File: src/rtl/qspi_pkg.sv
// Shared QSPI definitions: receive FSM states, bus-width modes and the MISO line index.
package qspi_pkg;

  typedef enum logic [1:0] {
    IDLE  = 2'd0,
    DUMMY = 2'd1,
    SHIFT = 2'd2
  } rx_state_t;

  localparam logic QSPI_SINGLE   = 1'b0;
  localparam logic QSPI_QUAD     = 1'b1;
  localparam int   QSPI_MISO_IDX = 1;

  // Next shift-register value: one bit from MISO in single mode, a nibble in quad mode.
  function automatic logic [7:0] shift_in(input logic [7:0] sr, input logic quad,
                                          input logic [3:0] io);
    return (quad == QSPI_QUAD) ? {sr[3:0], io} : {sr[6:0], io[QSPI_MISO_IDX]};
  endfunction

endpackage

File: src/rtl/qspi_rx_shift_reg.sv
// QSPI receive deserializer: skips dummy strobes, assembles MSB-first bytes, and
// hands them to the RX FIFO through a one-entry valid/ready register.
module qspi_rx_shift_reg
  import qspi_pkg::*;
#(
  parameter int DUMMY_W = 4,
  parameter int LEN_W   = 8
) (
  input  logic               clk,
  input  logic               rst_n,
  input  logic               rx_start,
  input  logic [LEN_W-1:0]   rx_len,
  input  logic               quad_mode,
  input  logic [DUMMY_W-1:0] dummy_cycles,
  input  logic               abort,
  input  logic               sample_en,
  input  logic [3:0]         io_in,
  output logic [7:0]         rx_data,
  output logic               rx_valid,
  input  logic               rx_ready,
  output logic               busy,
  output logic               done,
  output logic               overflow
);

  rx_state_t          state, state_nxt;
  logic               quad;
  logic [DUMMY_W-1:0] dummy_cnt;
  logic [2:0]         bit_cnt;
  logic [LEN_W-1:0]   byte_cnt;
  logic [7:0]         sr;
  logic [7:0]         sr_nxt;
  logic               start_ok;
  logic               shift_stb;
  logic               byte_done;
  logic               last_byte;

  assign start_ok  = rx_start && (state == IDLE) && !abort;
  assign shift_stb = sample_en && (state == SHIFT) && !abort;
  assign sr_nxt    = shift_in(sr, quad, io_in);
  assign byte_done = shift_stb && (bit_cnt == ((quad == QSPI_QUAD) ? 3'd1 : 3'd7));
  // byte_cnt holds bytes remaining minus one, so 0 marks the final byte.
  assign last_byte = byte_done && (byte_cnt == '0);
  assign busy      = (state != IDLE);

  always_ff @(posedge clk) begin
    if (!rst_n) state <= IDLE;
    else        state <= state_nxt;
  end

  always_comb begin
    state_nxt = state;
    if (abort) begin
      state_nxt = IDLE;
    end else begin
      case (state)
        IDLE:    if (rx_start) state_nxt = (dummy_cycles != '0) ? DUMMY : SHIFT;
        DUMMY:   if (sample_en && (dummy_cnt == DUMMY_W'(1))) state_nxt = SHIFT;
        SHIFT:   if (last_byte) state_nxt = IDLE;
        default: state_nxt = IDLE;
      endcase
    end
  end

  always_ff @(posedge clk) begin
    if (!rst_n) begin
      quad      <= QSPI_SINGLE;
      dummy_cnt <= '0;
      bit_cnt   <= '0;
      byte_cnt  <= '0;
      sr        <= '0;
      rx_data   <= '0;
      rx_valid  <= 1'b0;
      done      <= 1'b0;
      overflow  <= 1'b0;
    end else begin
      done <= last_byte;

      if (abort) begin
        dummy_cnt <= '0;
        bit_cnt   <= '0;
        byte_cnt  <= '0;
      end else if (start_ok) begin
        quad      <= quad_mode;
        dummy_cnt <= dummy_cycles;
        byte_cnt  <= rx_len;
        bit_cnt   <= '0;
        overflow  <= 1'b0;
      end else begin
        if ((state == DUMMY) && sample_en) dummy_cnt <= dummy_cnt - DUMMY_W'(1);
        if (shift_stb) begin
          sr      <= sr_nxt;
          bit_cnt <= byte_done ? 3'd0 : bit_cnt + 3'd1;
          if (byte_done && !last_byte) byte_cnt <= byte_cnt - LEN_W'(1);
        end
      end

      // Output register: a new byte may replace one being consumed this cycle.
      if (byte_done) begin
        if (!rx_valid || rx_ready) begin
          rx_data  <= sr_nxt;
          rx_valid <= 1'b1;
        end else begin
          overflow <= 1'b1;
        end
      end else if (rx_valid && rx_ready) begin
        rx_valid <= 1'b0;
      end
    end
  end

endmodule

File: config.mk
export PLATFORM = sky130hd
export DESIGN_NAME = qspi_rx_shift_reg
export DESIGN_NICKNAME = d
export VERILOG_FILES = /design/src/rtl/qspi_pkg.sv /design/src/rtl/qspi_rx_shift_reg.sv
export SDC_FILE = /design/constraint.sdc
export NUM_CORES = 1
export LEC_CHECK = 0
export BUFFER_PORTS_ARGS = -buffer_cell sky130_fd_sc_hd__buf_2
export CAP_MARGIN = 15
export CELL_PAD_IN_SITES_DETAIL_PLACEMENT = 0
export CELL_PAD_IN_SITES_GLOBAL_PLACEMENT = 1
export CORE_ASPECT_RATIO = 0.75
export CORE_MARGIN = 2
export CORE_UTILIZATION = 40
export CTS_CLUSTER_SIZE = 24
export DETAILED_ROUTE_END_ITERATION = 7
export PLACE_DENSITY_LB_ADDON = 0.25
export SLEW_MARGIN = 20
export SYNTH_ARGS = -nofsm -noshare
export SYNTH_HDL_FRONTEND = slang
export SYNTH_SLANG_ARGS = --single-unit
File: constraint.sdc
create_clock -name clk -period 2.84 [get_ports clk]
set_input_delay 0.568 -clock clk [delete_from_list [all_inputs] [get_ports clk]]
set_output_delay 0.568 -clock clk [all_outputs]
set_load 0.01 [all_outputs]
==> summary.txt <==
Synthesis
  – Mean Syn Cell Area: 8.87 sq um
  – Synth warnings: 0
  – Cells after Synth: 198
  – Synth top area cells: dfxtp_1 41%, o211a_1 9.1%, mux2i_1 5.1%
  – Sequential cell area fraction in the yosys report: 41.1%
  – Synthesized flop and latch total: 36
  – Async S/R FF share, synth: 0%
  – Unique masters post-synth: 43
  – Number of synthesized flops with an enable pin: 0
  – Post-synth top area share: 41.1%
  – Synth area leader: dfxtp_1
  – Main flop type after synthesis: dfxtp_1
  – Mapped Area: 1760 sq um
  – Cell with the most instances after synthesis: dfxtp_1
  – Post-Syn Nets: 226
  – Synth cell count leaders: 36 x dfxtp_1, 24 x nand2_1, 17 x nor2_1

Route
  – Met3 WL: 271 um
  – Routed Wire Length: 3.81 mm
  – DR WL met2: 1.60 mm
  – Wire per inst: 13.3 um
  – First-pass iteration count of the detailed router: 4
  – Wire length on met1: 1.93 mm
  – Via count: 1522
  – Vias/cell: 5.32
  – DRC Markers: 0
  – Initial drt markers: 111
  – Top sig layer: met4
  – Post-route ant nets: 0

Critical path
  – Crit. End Element: flip-flop
  – RR Startpoint: byte_cnt[2]
  – Critical Path Source: byte_cnt[2]
  – Worst setup path end: byte_cnt[0]
  – R2R Path End: byte_cnt[0]
  – Worst Reg-to-Reg Cells: 5
  – Arrival time of the worst setup path: 2.40 ns
  – Req. time, crit path: 3.04 ns
  – Critical path launch point type: flip-flop
  – Reg-to-reg slack, setup: 0.64 ns
  – Setup CP Type: flip-flop to flip-flop
  – Critical path fanouts, max: 6

Clocking
  – CTS root buffer: clkbuf_8
  – Total CTS buffers: 5
  – Hold_buf cts: 0
  – CTS tree: yes
  – H-tree depth: 2
  – Clk sinks: 36
  – Clock transition at path regs: 0.08 ns
  – CTS max path bufs: 2
  – Clock Latency Late Sink: 0.28 ns
  – PostCTS Resize Cnt: 0
  – Post-CTS setup buffers: 0

Timing
  – Clock Skews: 0.0127 ns
  – Fin worst setup slack: 0.643 ns
  – Max_slew headroom: 69.1%
  – Fin crit share: 77.3%
  – Slew Limit Fails: 0
  – Final Hold Vio Count: 0
  – Tmin final: 2.20 ns
  – Final setup fails: 0
  – Maximum clock frequency: 0.455 GHz
  – Slew @ Worst Pin: 0.461 ns
  – RSZ-0062 raised after global routing: false
  – TNS Setup: 0 ns

Power
  – VDD IR-drop max: 309 uV
  – P_leak: 1.03 nW
  – Power per cell area: 527 nW/um^2

Layout
  – # diodes: 0
  – Fin nets: 258
  – Final non-filler cell total: 286
  – Layout cell share with drive strength beyond 1: 22.5%
  – Layout area overhead: 19.9%

Global route
  – GRT Total Usage: 16.2%
  – Largest net degree at the start of global routing: 22
  – Grt ovf: 0
  – Number of global-route vias before repair: 1369
  – First-pass GRT wire length: 6.13 mm
  – Initial antenna violation count: 0

Placed design
  – Post-DP HPWL: 2.85 mm
  – Gpl congestion: 0.869
  – Input/output buffers: 34
  – Worst slack, placed: 0.512 ns
  – Post-Place Cells: 278

Floorplanning
  – Core box area: 4130 sq um
  – Initial Utilization: 42.5%
  – # rows: 20
  – I/O Pins: 35
  – Height of the die: 61.4 um
  – Die X: 80.5 um
  – Die Area: 4940 sq um

Run
  – Max-Cap Viols: 0

Hold path
  – Worst hold path class: flip-flop to flip-flop

Status
  – Status: finished, final reports clean
-- metal layers --
layer | up-vias | global-route usage [%]
li1 | 773 | -
met1 | 715 | 23.4
met2 | 32 | 24.2
met3 | 2 | 4.99
met4 | 0 | 2.91
met5 | - | 0
-- through the flow --
| step | hold WS (ns) | total power (W) | area, sq um | util, % |
|---|---|---|---|---|
| final | 0.497 | 0.00111 | 2100 | 51.0 |
| after global placement | 0.477 | 0.000627 | 1980 | 47.9 |
| after detailed placement | 0.483 | 0.000629 | 1980 | 47.9 |
| after global routing | 0.511 | 0.00115 | 2100 | 51.0 |
| after CTS | 0.502 | 0.00112 | 2100 | 51.0 |
| after floorplan | 0.470 | 0.000596 | 1760 | - |
-- registers in the layout (all words and copies together), names as in the netlist --
signal,flops
state,2
rx_valid,1
done,1
dummy_cnt,4
sr,7
overflow,1
bit_cnt,3
quad,1
byte_cnt,8
rx_data,8
-- power breakdown --
| group | total [W] | switching, W | internal [W] |
|---|---|---|---|
| combinational | 0.0000964 | 0.0000538 | 0.0000426 |
| sequential | 0.000521 | 0.00000825 | 0.000513 |
| clock | 0.000490 | 0.000180 | 0.000310 |
| total | 0.00111 | 0.000243 | 0.000866 |
-- cells in the final DEF (no fill, tap or decap), types with 2 or more instances in the layout --
cell	n
o311ai_0	2
nand2_1	24
a211oi_1	3
nor4_1	4
dfxtp_1	36
mux2i_1	9
inv_1	7
ha_1	5
o31ai_1	2
xor2_1	4
nor2_1	17
nor2b_1	4
buf_2	34
nand2b_1	3
a221oi_1	2
clkbuf_8	7
o21ai_0	4
xnor2_1	3
o21ai_1	2
or2_2	2
o211ai_1	2
buf_4	4
nor3_1	2
nand3_1	4
a21oi_1	11
o211a_1	16
-- cell type report --
cell class,instances,area (sq um)
multi-input combinational,142,962
fill,397,2020
clock buffer,7,96.3
timing repair buffer,38,200
tap,55,68.8
inverter,7,26.3
sequential,36,721
clock inverter,1,30.0
-- critical path, cell delays in order (launching register included) --
cell	delay, ns
dfxtp_1	0.35
or4_4	0.58
or4b_1	0.63
and2_4	0.23
xnor2_1	0.12
a211oi_1	0.22
-- worst min-delay path by stage --
| stage | from | end | depth (start not counted) |
|---|---|---|---|
| 2_1_floorplan | bit_cnt[1] | bit_cnt[1] | 2 |
| 3_3_place_gp | rx_data[2] | rx_data[2] | 1 |
| 3_5_place_dp | rx_data[5] | rx_data[5] | 1 |
| 4_1_cts | rx_data[5] | rx_data[5] | 1 |
| 5_1_grt | rx_data[5] | rx_data[5] | 1 |
| 6_report | rx_data[5] | rx_data[5] | 1 |
-- logic make-up (layout without fill, tap and decap cells) --
group | count (synthesis) | after routing | share of synthesized area (%)
simple gates | 72 | 72 | 20.8
compound gates | 49 | 49 | 21.1
flops | 36 | 36 | 41.1
buf+inv | 20 | 53 | 4.85
mux | 9 | 9 | 5.13
xor+xnor | 7 | 7 | 3.49
fa+ha+maj | 5 | 5 | 3.56
(Power assumes the default switching activity.)
